`config.mk`:
```
export PLATFORM = sky130hd
export DESIGN_NAME = uart_receiver
export DESIGN_NICKNAME = d
export VERILOG_FILES = /design/src/rtl/uart_pkg.sv /design/src/rtl/uart_rx_sync.sv /design/src/rtl/uart_receiver.sv
export SDC_FILE = /design/constraint.sdc
export NUM_CORES = 1
export LEC_CHECK = 0
export CAP_MARGIN = 10
export CORE_ASPECT_RATIO = 0.75
export CORE_MARGIN = 2
export CORE_UTILIZATION = 59
export CTS_BUF_LIST = sky130_fd_sc_hd__clkbuf_2
export CTS_CLUSTER_SIZE = 28
export DETAILED_ROUTE_END_ITERATION = 12
export PLACE_DENSITY = 0.81
export SLEW_MARGIN = 20
export SYNTH_ARGS = -nofsm -noshare
export SYNTH_HDL_FRONTEND = slang
export SYNTH_SLANG_ARGS = --single-unit
```
`constraint.sdc`:
```
create_clock -name i_clk_sys -period 2.99 [get_ports i_clk_sys]
set_input_delay 0.897 -clock i_clk_sys [delete_from_list [all_inputs] [get_ports i_clk_sys]]
set_output_delay 0.897 -clock i_clk_sys [all_outputs]
set_load 0.05 [all_outputs]
```
`src/rtl/uart_pkg.sv`:
```
// uart_pkg: shared UART state encoding and bit-period calculation
package uart_pkg;
  typedef enum logic [2:0] {IDLE, START, DATA, PARITY, STOP} uart_state_e;
  function automatic int uart_cycle(input int clk_mhz, input int baud);
    return clk_mhz * 1000000 / baud;
  endfunction
endpackage

```
`src/rtl/uart_rx_sync.sv`:
```
// uart_rx_sync: two-flop synchronizer for the serial line, resets to idle-high
module uart_rx_sync (
  input  logic clk,
  input  logic rst,
  input  logic d,
  output logic q
);
  logic [1:0] sync_q;
  always_ff @(posedge clk) sync_q <= rst ? 2'b11 : {sync_q[0], d};
  assign q = sync_q[1];
endmodule

```
`src/rtl/uart_receiver.sv`:
```
// uart_receiver: oversampled UART frame receiver with optional parity and parity/frame error pulses
module uart_receiver
  import uart_pkg::*;
#(
  parameter int CLK_FRE     = 100,
  parameter int DATA_WIDTH  = 8,
  parameter int PARITY_ON   = 0,
  parameter int PARITY_TYPE = 0,
  parameter int BAUD_RATE   = 9600
) (
  input  logic                  i_clk_sys,
  input  logic                  i_rst,
  input  logic                  i_uart_rx,
  output logic [DATA_WIDTH-1:0] o_data_rx,
  output logic                  o_data_valid,
  output logic                  o_parity_err,
  output logic                  o_frame_err,
  output logic                  o_busy
);
  localparam int CYCLE = uart_cycle(CLK_FRE, BAUD_RATE);
  localparam int CW = $clog2(CYCLE + 1);
  localparam logic [CW-1:0] SAMPLE = CW'(CYCLE / 2 - 1);
  localparam logic [CW-1:0] LAST = CW'(CYCLE - 1);
  localparam logic [3:0] LAST_BIT = 4'(DATA_WIDTH - 1);
  uart_state_e state_q, state_d;
  logic [CW-1:0] cnt_q, cnt_d;
  logic [3:0] bit_q, bit_d;
  logic [DATA_WIDTH-1:0] shift_q, shift_d, data_q, data_d;
  logic par_q, par_d, prev_q, disarm_q, disarm_d;
  logic valid_q, valid_d, perr_q, perr_d, ferr_q, ferr_d;
  logic rx_s, sample, wrap, exp_par;
  uart_rx_sync u_sync (.clk(i_clk_sys), .rst(i_rst), .d(i_uart_rx), .q(rx_s));
  assign sample = cnt_q == SAMPLE;
  assign wrap = cnt_q == LAST;
  assign exp_par = (PARITY_TYPE != 0) ? ^shift_q : ~^shift_q;
  always_comb begin
    state_d = state_q;
    cnt_d = wrap ? '0 : cnt_q + 1'b1;
    bit_d = bit_q;
    shift_d = shift_q;
    par_d = par_q;
    disarm_d = disarm_q;
    data_d = data_q;
    valid_d = 1'b0;
    perr_d = 1'b0;
    ferr_d = 1'b0;
    unique case (state_q)
      IDLE: begin
        cnt_d = '0;
        disarm_d = disarm_q & ~rx_s;
        if (!disarm_q && prev_q && !rx_s) state_d = START;
      end
      START: begin
        if (sample && rx_s) begin
          state_d = IDLE;
          cnt_d = '0;
        end else if (wrap) begin
          state_d = DATA;
          bit_d = '0;
        end
      end
      DATA: begin
        if (sample) shift_d = (shift_q >> 1) | (DATA_WIDTH'(rx_s) << (DATA_WIDTH - 1));
        if (wrap) begin
          bit_d = bit_q + 1'b1;
          if (bit_q == LAST_BIT) state_d = (PARITY_ON != 0) ? PARITY : STOP;
        end
      end
      PARITY: begin
        if (sample) par_d = rx_s;
        if (wrap) state_d = STOP;
      end
      STOP: begin
        if (sample) begin
          state_d = IDLE;
          cnt_d = '0;
          data_d = shift_q;
          valid_d = 1'b1;
          perr_d = (PARITY_ON != 0) && (par_q != exp_par);
          ferr_d = ~rx_s;
          disarm_d = ~rx_s;
        end
      end
      default: state_d = IDLE;
    endcase
  end
  always_ff @(posedge i_clk_sys) begin
    if (i_rst) begin
      state_q <= IDLE;
      cnt_q <= '0;
      bit_q <= '0;
      shift_q <= '0;
      par_q <= 1'b0;
      prev_q <= 1'b1;
      disarm_q <= 1'b0;
      data_q <= '0;
      valid_q <= 1'b0;
      perr_q <= 1'b0;
      ferr_q <= 1'b0;
    end else begin
      state_q <= state_d;
      cnt_q <= cnt_d;
      bit_q <= bit_d;
      shift_q <= shift_d;
      par_q <= par_d;
      prev_q <= rx_s;
      disarm_q <= disarm_d;
      data_q <= data_d;
      valid_q <= valid_d;
      perr_q <= perr_d;
      ferr_q <= ferr_d;
    end
  end
  assign o_data_rx = data_q;
  assign o_data_valid = valid_q;
  assign o_parity_err = perr_q;
  assign o_frame_err = ferr_q;
  assign o_busy = state_q != IDLE;
endmodule
```
After elaboration in Yosys (flattened, before gate mapping) --
Cells that the tools add are included.
Storage, ports and cells: input port bits 3, flip-flop bits (word level) 43, output and inout port bits 12, word-level logic and storage cells 67
Operators by class: mux-type cells 19, equal/unequal tests 15, add/sub/neg operators 2, reduce and logical (&&, ||, !) cells 16, bitwise operators 5
Operators by type and width (count):
- 2-to-1 mux 14 bit | 3
- one-hot mux 14 bit (3 select lines) | 1
- 2-to-1 mux 3 bit | 7
- one-hot mux 3 bit (5 select lines) | 1
- adder 14 x 1 -> 14 bit, second input constant | 1
- == test 14 x 13 -> 1 bit, second input constant | 1
- == test 14 bit, second input constant | 1
- != test 2 bit, second input constant | 7
- 2-to-1 mux 4 bit | 3
- bitwise OR 7 x 8 -> 8 bit | 1
- one-hot mux 4 bit (2 select lines) | 1
- == test 3 x 2 -> 1 bit, second input constant | 2
- AND reduction 2 bit | 3
- AND reduction 6 bit | 1
- adder 4 x 1 -> 4 bit, second input constant | 1
- == test 4 x 3 -> 1 bit, second input constant | 1
- AND reduction 4 bit | 1
- nonzero test 2 bit | 2
- == test 3 x 1 -> 1 bit, second input constant | 1
- == test 3 bit, second input constant | 1
- logical AND 1 bit | 3
- zero test 3 bit | 1
- != test 3 bit, second input constant | 1
- inverter 1 bit | 3
- other kinds (7) | 9

Depth between registers and ports, before layout --
Gate-level depths: netlist of run 1.
depth in word-level cells 5, mapped depth 7, mapped depth without buffers 6

By module --
Synthesis of run 1 repeated with hierarchy kept, for this count alone.
Second synthesis, totals: cell total of the unflattened synthesis 215, area, all modules 1984.4 um2
Modules (own cells, without submodules):
- uart_receiver | times used 1, cells each 211, area each 1931.9 um2, seq. area each 820.8 um2
- uart_rx_sync | times used 1, cells each 4, area each 52.6 um2, seq. area each 40.0 um2

Worst setup path after synthesis of run 1 --
Ideal clock, no wire load.
path type reg-to-reg, start point register cnt_q[0], end point register cnt_q[4], required time 2875 ps, arrival 2117 ps, stages on the path, launching flop included 8, period minus slack after synthesis 2231 ps, library setup time 115 ps, setup slack 759 ps, buffers on the path 1, cell sequence dfxtp_1 -> ha_1 -> or3b_2 -> nor4_4 -> a21boi_1 -> o31ai_2 -> buf_6 -> nor2_1
Between the ends: cells in the longest elaborated chain, start to end 4, elaborated cells on any way between the ends 8, those cells by class add/sub (1); eq/ne (2); mux (4); reduce/logical (1)
Ends and longest elaborated chain:
- from (decl) | line uart_receiver.sv:26 | logic [CW-1:0] cnt_q, cnt_d;
- from (signal assigned) | line uart_receiver.sv:102 | cnt_q <= cnt_d;
- adder 14 x 1 -> 14 bit, or another cell as far along | line uart_receiver.sv:38 | cnt_d = wrap ? '0 : cnt_q + 1'b1;
- 2-to-1 mux 14 bit or logical AND 1 bit (tied branches) | line uart_receiver.sv:38, uart_receiver.sv:54
- 2-to-1 mux 14 bit, on equally long branches | line uart_receiver.sv:74, uart_receiver.sv:54
- one-hot mux 14 bit (3 select lines) (*) | line uart_receiver.sv:47 | unique case (state_q)
Every way passes the cells marked *; elsewhere a longest branch is shown, timed or not. A chain may end at the register's enable or synchronous reset.

Final worst setup path of run 1 --
start point register cnt_q[0], end point register cnt_q[2]
The elaborated chain is that of the path after synthesis.

==> results of run 1 <==
cells in the final DEF, fill, tap and decap left out, types with 2 or more instances in the layout:
cell             count
a211oi_1             2
a21oi_1             25
a311oi_1             2
and3_1               4
buf_4                4
clkbuf_2             6
clkdlybuf4s50_1     12
dfxtp_1             43
ha_1                 2
inv_1                5
nand2_1             34
nand3_1             21
nor2_1              20
nor3b_1              2
o21ai_0              5
or2_2                4
or3_1                2
xnor2_1              6
xor2_1               6
cells by family (layout without fill, tap and decap cells):
family	count (synthesis)	in the layout	share of synthesized area, %
AND/OR/NAND/NOR	100	100	27.9
flip-flops	43	43	47.2
AO/OA/AOI/OAI	42	42	13.8
buffers and inverters	15	30	3.77
XOR/XNOR	12	12	5.76
adder cells (fa/ha/maj)	2	2	1.37
other	1	1	0.206
state kept, by name (all words and copies together), names as in the netlist:
name / count
state_q: 3
cnt_q: 14
bit_q: 4
o_frame_err: 1
o_data_valid: 1
u_sync.sync_q: 2
disarm_q: 1
o_data_rx: 8
prev_q: 1
shift_q: 8
per-stage QoR:
| step | cell area, µm² | hold slack, ps | std cells | power [mW] |
|---|---|---|---|---|
| after global placement | 1980 | 395 | 260 | 0.673 |
| after global routing | 2030 | 454 | 268 | 0.943 |
| final | 2030 | 437 | 268 | 0.906 |
| after floorplan | 1820 | 389 | 215 | 0.661 |
| after detailed placement | 1980 | 399 | 260 | 0.676 |
| after CTS | 2020 | 443 | 268 | 0.911 |
worst max path at each step:
stage                          start  endpoint  slack, ps
after CTS                 state_q[1]    o_busy         90
after detailed placement    cnt_q[0]  cnt_q[2]        460
final                       cnt_q[0]  cnt_q[2]        420
after global placement    state_q[0]    o_busy        550
after floorplan             cnt_q[0]  cnt_q[4]        760
after global routing        cnt_q[0]  cnt_q[2]        230
layout make-up:
type | count | area (µm²) | share of cell area [%]
Multi-Input combinational cell | 157 | 895 | 44.1
Sequential cell | 43 | 861 | 42.5
Clock buffer | 6 | 30.0 | 1.48
Clock inverter | 2 | 12.5 | 0.617
Tap cell | 38 | 47.5 | 2.35
Inverter | 5 | 18.8 | 0.926
Timing Repair Buffer | 17 | 163 | 8.02
where the power goes:
group | leakage [nW] | internal (mW) | switching (mW)
sequential | 0.347 | 0.583 | 0.0110
combinational | 0.318 | 0.0253 | 0.0455
clock | 0.0290 | 0.0597 | 0.181
total | 0.694 | 0.668 | 0.238
routing by layer:
| layer | up-vias | part of all wire, % | wire length, µm | GRT usage [%] |
|---|---|---|---|---|
| met5 | - | 0 | 0 | 0 |
| met4 | 0 | 1.5 | 55 | 9.33 |
| met3 | 7 | 3.4 | 123 | 6.06 |
| met2 | 26 | 45 | 1600 | 35.3 |
| met1 | 695 | 50 | 1800 | 29.7 |
| li1 | 767 | - | - | - |
==> results.cfg, run 1 <==
[critical_path]
rrSetupSlack_ps = 420
path_buf_inv = 0
cp_slowest_cell = o31ai_2
start_kind = flip-flop
r2r-start = cnt_q[0]
critPathMaxStageDelay_ps = 790
arrival_ps = 2810
critPathTopFamily = compound AO/OA/AOI/OAI gates
r2r-end = cnt_q[2]
endpoint_kind = flip-flop
reg2regPathDepth = 6
path_class = reg -> reg
cp_max_fo = 14
cp.depth = 6
required_ps = 3230
path_cells = ha_1 -> or3b_2 -> nor4_4 -> a21boi_1 -> o31ai_2 -> nor2_1

[synthesis]
synth_seq_area_share_pct = 47.2
synth_edf_count = 0
yosysWarnings = 0
synth.distinct_cells = 42
yosys.area.top_type_share_pct = 47.2
ys_seq_elements = 43
yosysTopAreaCell = dfxtp_1
synth_common_cells = dfxtp_1, nand2_1, a21oi_1, nand3_1, nor2_1
netlist_area_um2 = 1820
synthArstFlopShare_pct = 0
yosysMostFrequentCell = dfxtp_1
synth_area_per_cell_um2 = 8.48
synthCells = 215
syn_nets = 220
synth.area.top_cells = dfxtp_1, nand2_1, a21oi_1, nand3_1, nor2_1
ys.flop_type = dfxtp_1

[global_routing]
grt_pass1_wl_mm = 5.97
antenna_found_initial = 0
grt_max_degree = 20
gr-total-overflow = 0
grt_use_total_pct = 22.7
grt_pass1_vias = 1366

[power_and_ir_drop]
leakage_nw = 0.694
cellPowerDensity_nw_per_um2 = 447
peakVddDrop_v = 0.000380

[floorplanning]
start_util_pct = 62.1
die_y_um = 52.2
dieArea_um2 = 3560
die_w_um = 68.2
core_um2 = 2940
io-pin-count = 15
rows = 17

[sta]
period_needed_ps = 2570
fin_skew_ps = 31.5
setup_slack_ps = 423
rsz0062_at_grt = false
setup_violations = 0
hold_violations = 0
max_freq_ghz = 0.390
tns_ps = 0
tightest_slew_ps = 982
slew_headroom_pct = 34.1
slew_violations = 0
post-route-period-util_pct = 85.9

[cts]
cts-resized-gates = 0
cts_hold_buf = 0
clock_sinks = 43
clockBufferDepth = 2
clk_pin_slew_ps = 180
ctsRootBufferMaster = clkbuf_2
cts_buffers = 5
tritoncts = yes
insertion_delay_ps = 400
htree_num_levels = 2
postCtsSetupBuffers = 0

[routing]
dr.pass1.iters = 4
first_iter_violations = 119
wl_per_cell_um = 13.3
vias_per_cell = 5.58
num_vias = 1495
drc = 0
ant_nets = 0
finalWirelength_mm = 3.58

[layout]
syn_to_final_growth_pct = 11.1
fill_cells = 228
fin_util_pct = 69.1
drive_gt1_share_pct = 9.13
final_nets = 234
antenna_cells = 0

[status]
outcome = completed

[place]
dp_slack_ps = 459
gp_routability_congestion = 0.832
place_hpwl_mm = 2.54
numPortBuffers = 13

[worst_hold_path]
min_to = u_sync.sync_q[1]
hold_depth = 1
worstHoldStart = u_sync.sync_q[0]
hp-class = reg -> reg

[flow_run]
maxCapViolations = 0
Power figures use the tool's default switching activity.
==> run 2: changes to the inputs <==
--- a/config.mk
+++ b/config.mk
@@ -8,11 +8,11 @@
 export CAP_MARGIN = 10
 export CORE_ASPECT_RATIO = 0.75
 export CORE_MARGIN = 2
-export CORE_UTILIZATION = 59
+export CORE_UTILIZATION = 60
 export CTS_BUF_LIST = sky130_fd_sc_hd__clkbuf_2
 export CTS_CLUSTER_SIZE = 28
 export DETAILED_ROUTE_END_ITERATION = 12
-export PLACE_DENSITY = 0.81
+export PLACE_DENSITY = 0.82
 export SLEW_MARGIN = 20
 export SYNTH_ARGS = -nofsm -noshare
 export SYNTH_HDL_FRONTEND = slang
==> constraint.sdc (replaced) <==
create_clock -name i_clk_sys -period 3.24 [get_ports i_clk_sys]
set_input_delay 0.972 -clock i_clk_sys [delete_from_list [all_inputs] [get_ports i_clk_sys]]
set_output_delay 0.972 -clock i_clk_sys [all_outputs]
set_load 0.05 [all_outputs]
==> run 2 against run 1 <==
Against the previous run: sequential power is 7.7% lower; first-iteration DRC count is 34% lower; combinational power is 2% lower; register-to-register slack improved by 300 ps.
==> results.cfg, run 2 (synthesis gave the netlist of run 1 again) <==
[status]
outcome = completed

[sta]
period_needed_ps = 3030
post-route-period-util_pct = 93.4
setup_slack_ps = 214
tns_ps = 0
setup_violations = 0
tightest_slew_ps = 709
slew_violations = 0
slew_headroom_pct = 52.4
hold_violations = 0
fin_skew_ps = 31.8
rsz0062_at_grt = false
max_freq_ghz = 0.330

[worst_hold_path]
hold_depth = 1
worstHoldStart = u_sync.sync_q[0]
min_to = u_sync.sync_q[1]
hp-class = reg -> reg

[global_routing]
grt_pass1_vias = 1321
gr-total-overflow = 0
antenna_found_initial = 0
grt_max_degree = 30
grt_use_total_pct = 23.0
grt_pass1_wl_mm = 5.89

[critical_path]
start_kind = flip-flop
path_class = reg -> out
reg2regPathDepth = 6
rrSetupSlack_ps = 720
r2r-start = cnt_q[0]
required_ps = 2270
cp_max_fo = 8
endpoint_kind = primary output
r2r-end = state_q[0]
arrival_ps = 2050

[cts]
clk_pin_slew_ps = 220
tritoncts = yes
postCtsSetupBuffers = 0
ctsRootBufferMaster = clkbuf_2
clock_sinks = 43
insertion_delay_ps = 430
cts_hold_buf = 0
clockBufferDepth = 2
cts-resized-gates = 0
cts_buffers = 5
htree_num_levels = 2

[routing]
num_vias = 1512
finalWirelength_mm = 3.63
first_iter_violations = 78
met2WireLength_mm = 1.61
ant_nets = 0
met3_length_um = 158
vias_per_cell = 5.64
dr.max_layer_used = met4
dr.pass1.iters = 4
drc = 0
wl_met1_mm = 1.79
wl_per_cell_um = 13.5

[power_and_ir_drop]
peakVddDrop_v = 0.000316
leakage_nw = 0.701
p_int_uw = 774
p_seq_share_pct = 54.3
p_sw_uw = 235
cellPowerDensity_nw_per_um2 = 487
power_frac_comb_pct = 6.9
clkPwrFrac_pct = 38.8
netSwitchingFraction_pct = 23.2

[layout]
fill_cells = 216
layout_common_cells = dfxtp_1, nand2_1, a21oi_1
final_common_cell = dfxtp_1
fin_util_pct = 71.1
regArea_um2 = 861
top_register = cnt_q
syn_to_final_growth_pct = 13.6
antenna_cells = 0
multiInputGateArea_um2 = 895
final_nets = 234
largest_reg_flops = 14
drive_gt1_share_pct = 9.13

[floorplanning]
rows = 17
core_um2 = 2910
io-pin-count = 15
dieArea_um2 = 3500
die_y_um = 51.8
start_util_pct = 62.6
die_w_um = 67.7

[place]
gp_routability_congestion = 0.848
numPortBuffers = 13
dp_slack_ps = 741
place_hpwl_mm = 2.46

[flow_run]
maxCapViolations = 0
[run 2: cell count changes in the layout (fill, tap and decap cells not counted), sizes merged]
cell           delta
bufinv            +2
clkdlybuf4s50     +1
clkinv            -1
clkinvlp          -1
dlymetal6s2s      -1
[run 2: layer usage]
layer  vias up  global-route usage [%]
met5         -                       0
met4         0                    10.2
met3         6                    5.84
met2        34                    34.8
met1       702                    30.8
li1        770                       -
[run 2: through the flow]
| stage | hold slack [ps] | cells | cell area, µm² | power [mW] |
|---|---|---|---|---|
| 6_report | 447 | 268 | 2070 | 1.01 |
| 5_1_grt | 479 | 268 | 2070 | 1.03 |
| 4_1_cts | 453 | 268 | 2070 | 1.01 |
| 3_5_place_dp | 403 | 260 | 1980 | 0.626 |
| 3_3_place_gp | 401 | 260 | 1980 | 0.622 |
| 2_1_floorplan | 389 | 215 | 1820 | 0.610 |
[run 2: layout make-up]
class	instances	share of cell area (%)
Inverter	5	0.906
Tap cell	38	2.29
Clock buffer	6	1.45
Timing Repair Buffer	17	7.73
Multi-Input combinational cell	157	43.2
Clock inverter	2	2.90
Sequential cell	43	41.5
[run 2: how the worst max path moves through the flow]
stage	startpoint	endpoint	slack (ps)	cells after the start
finish	state_q[1]	o_busy	210	3
global route	state_q[0]	o_busy	70	3
CTS	state_q[0]	o_busy	240	3
detailed placement	cnt_q[0]	state_q[0]	740	6
global placement	state_q[0]	o_busy	790	3
floorplan	cnt_q[0]	cnt_q[4]	1010	7
[run 2: worst max-delay path: stages, from the launching register on]
cell,delay (ps)
dfxtp_1,430
nor2_1,360
nand2_1,130
clkdlybuf4s50_1,720
[run 2: power groups by stage]
stage	logic [mW]	clock network, mW	registers (mW)
after floorplan	0.0577	0	0.553
after global placement	0.0654	0	0.557
after detailed placement	0.0681	0	0.558
after CTS	0.0695	0.391	0.548
after global routing	0.0764	0.406	0.550
final	0.0694	0.392	0.548
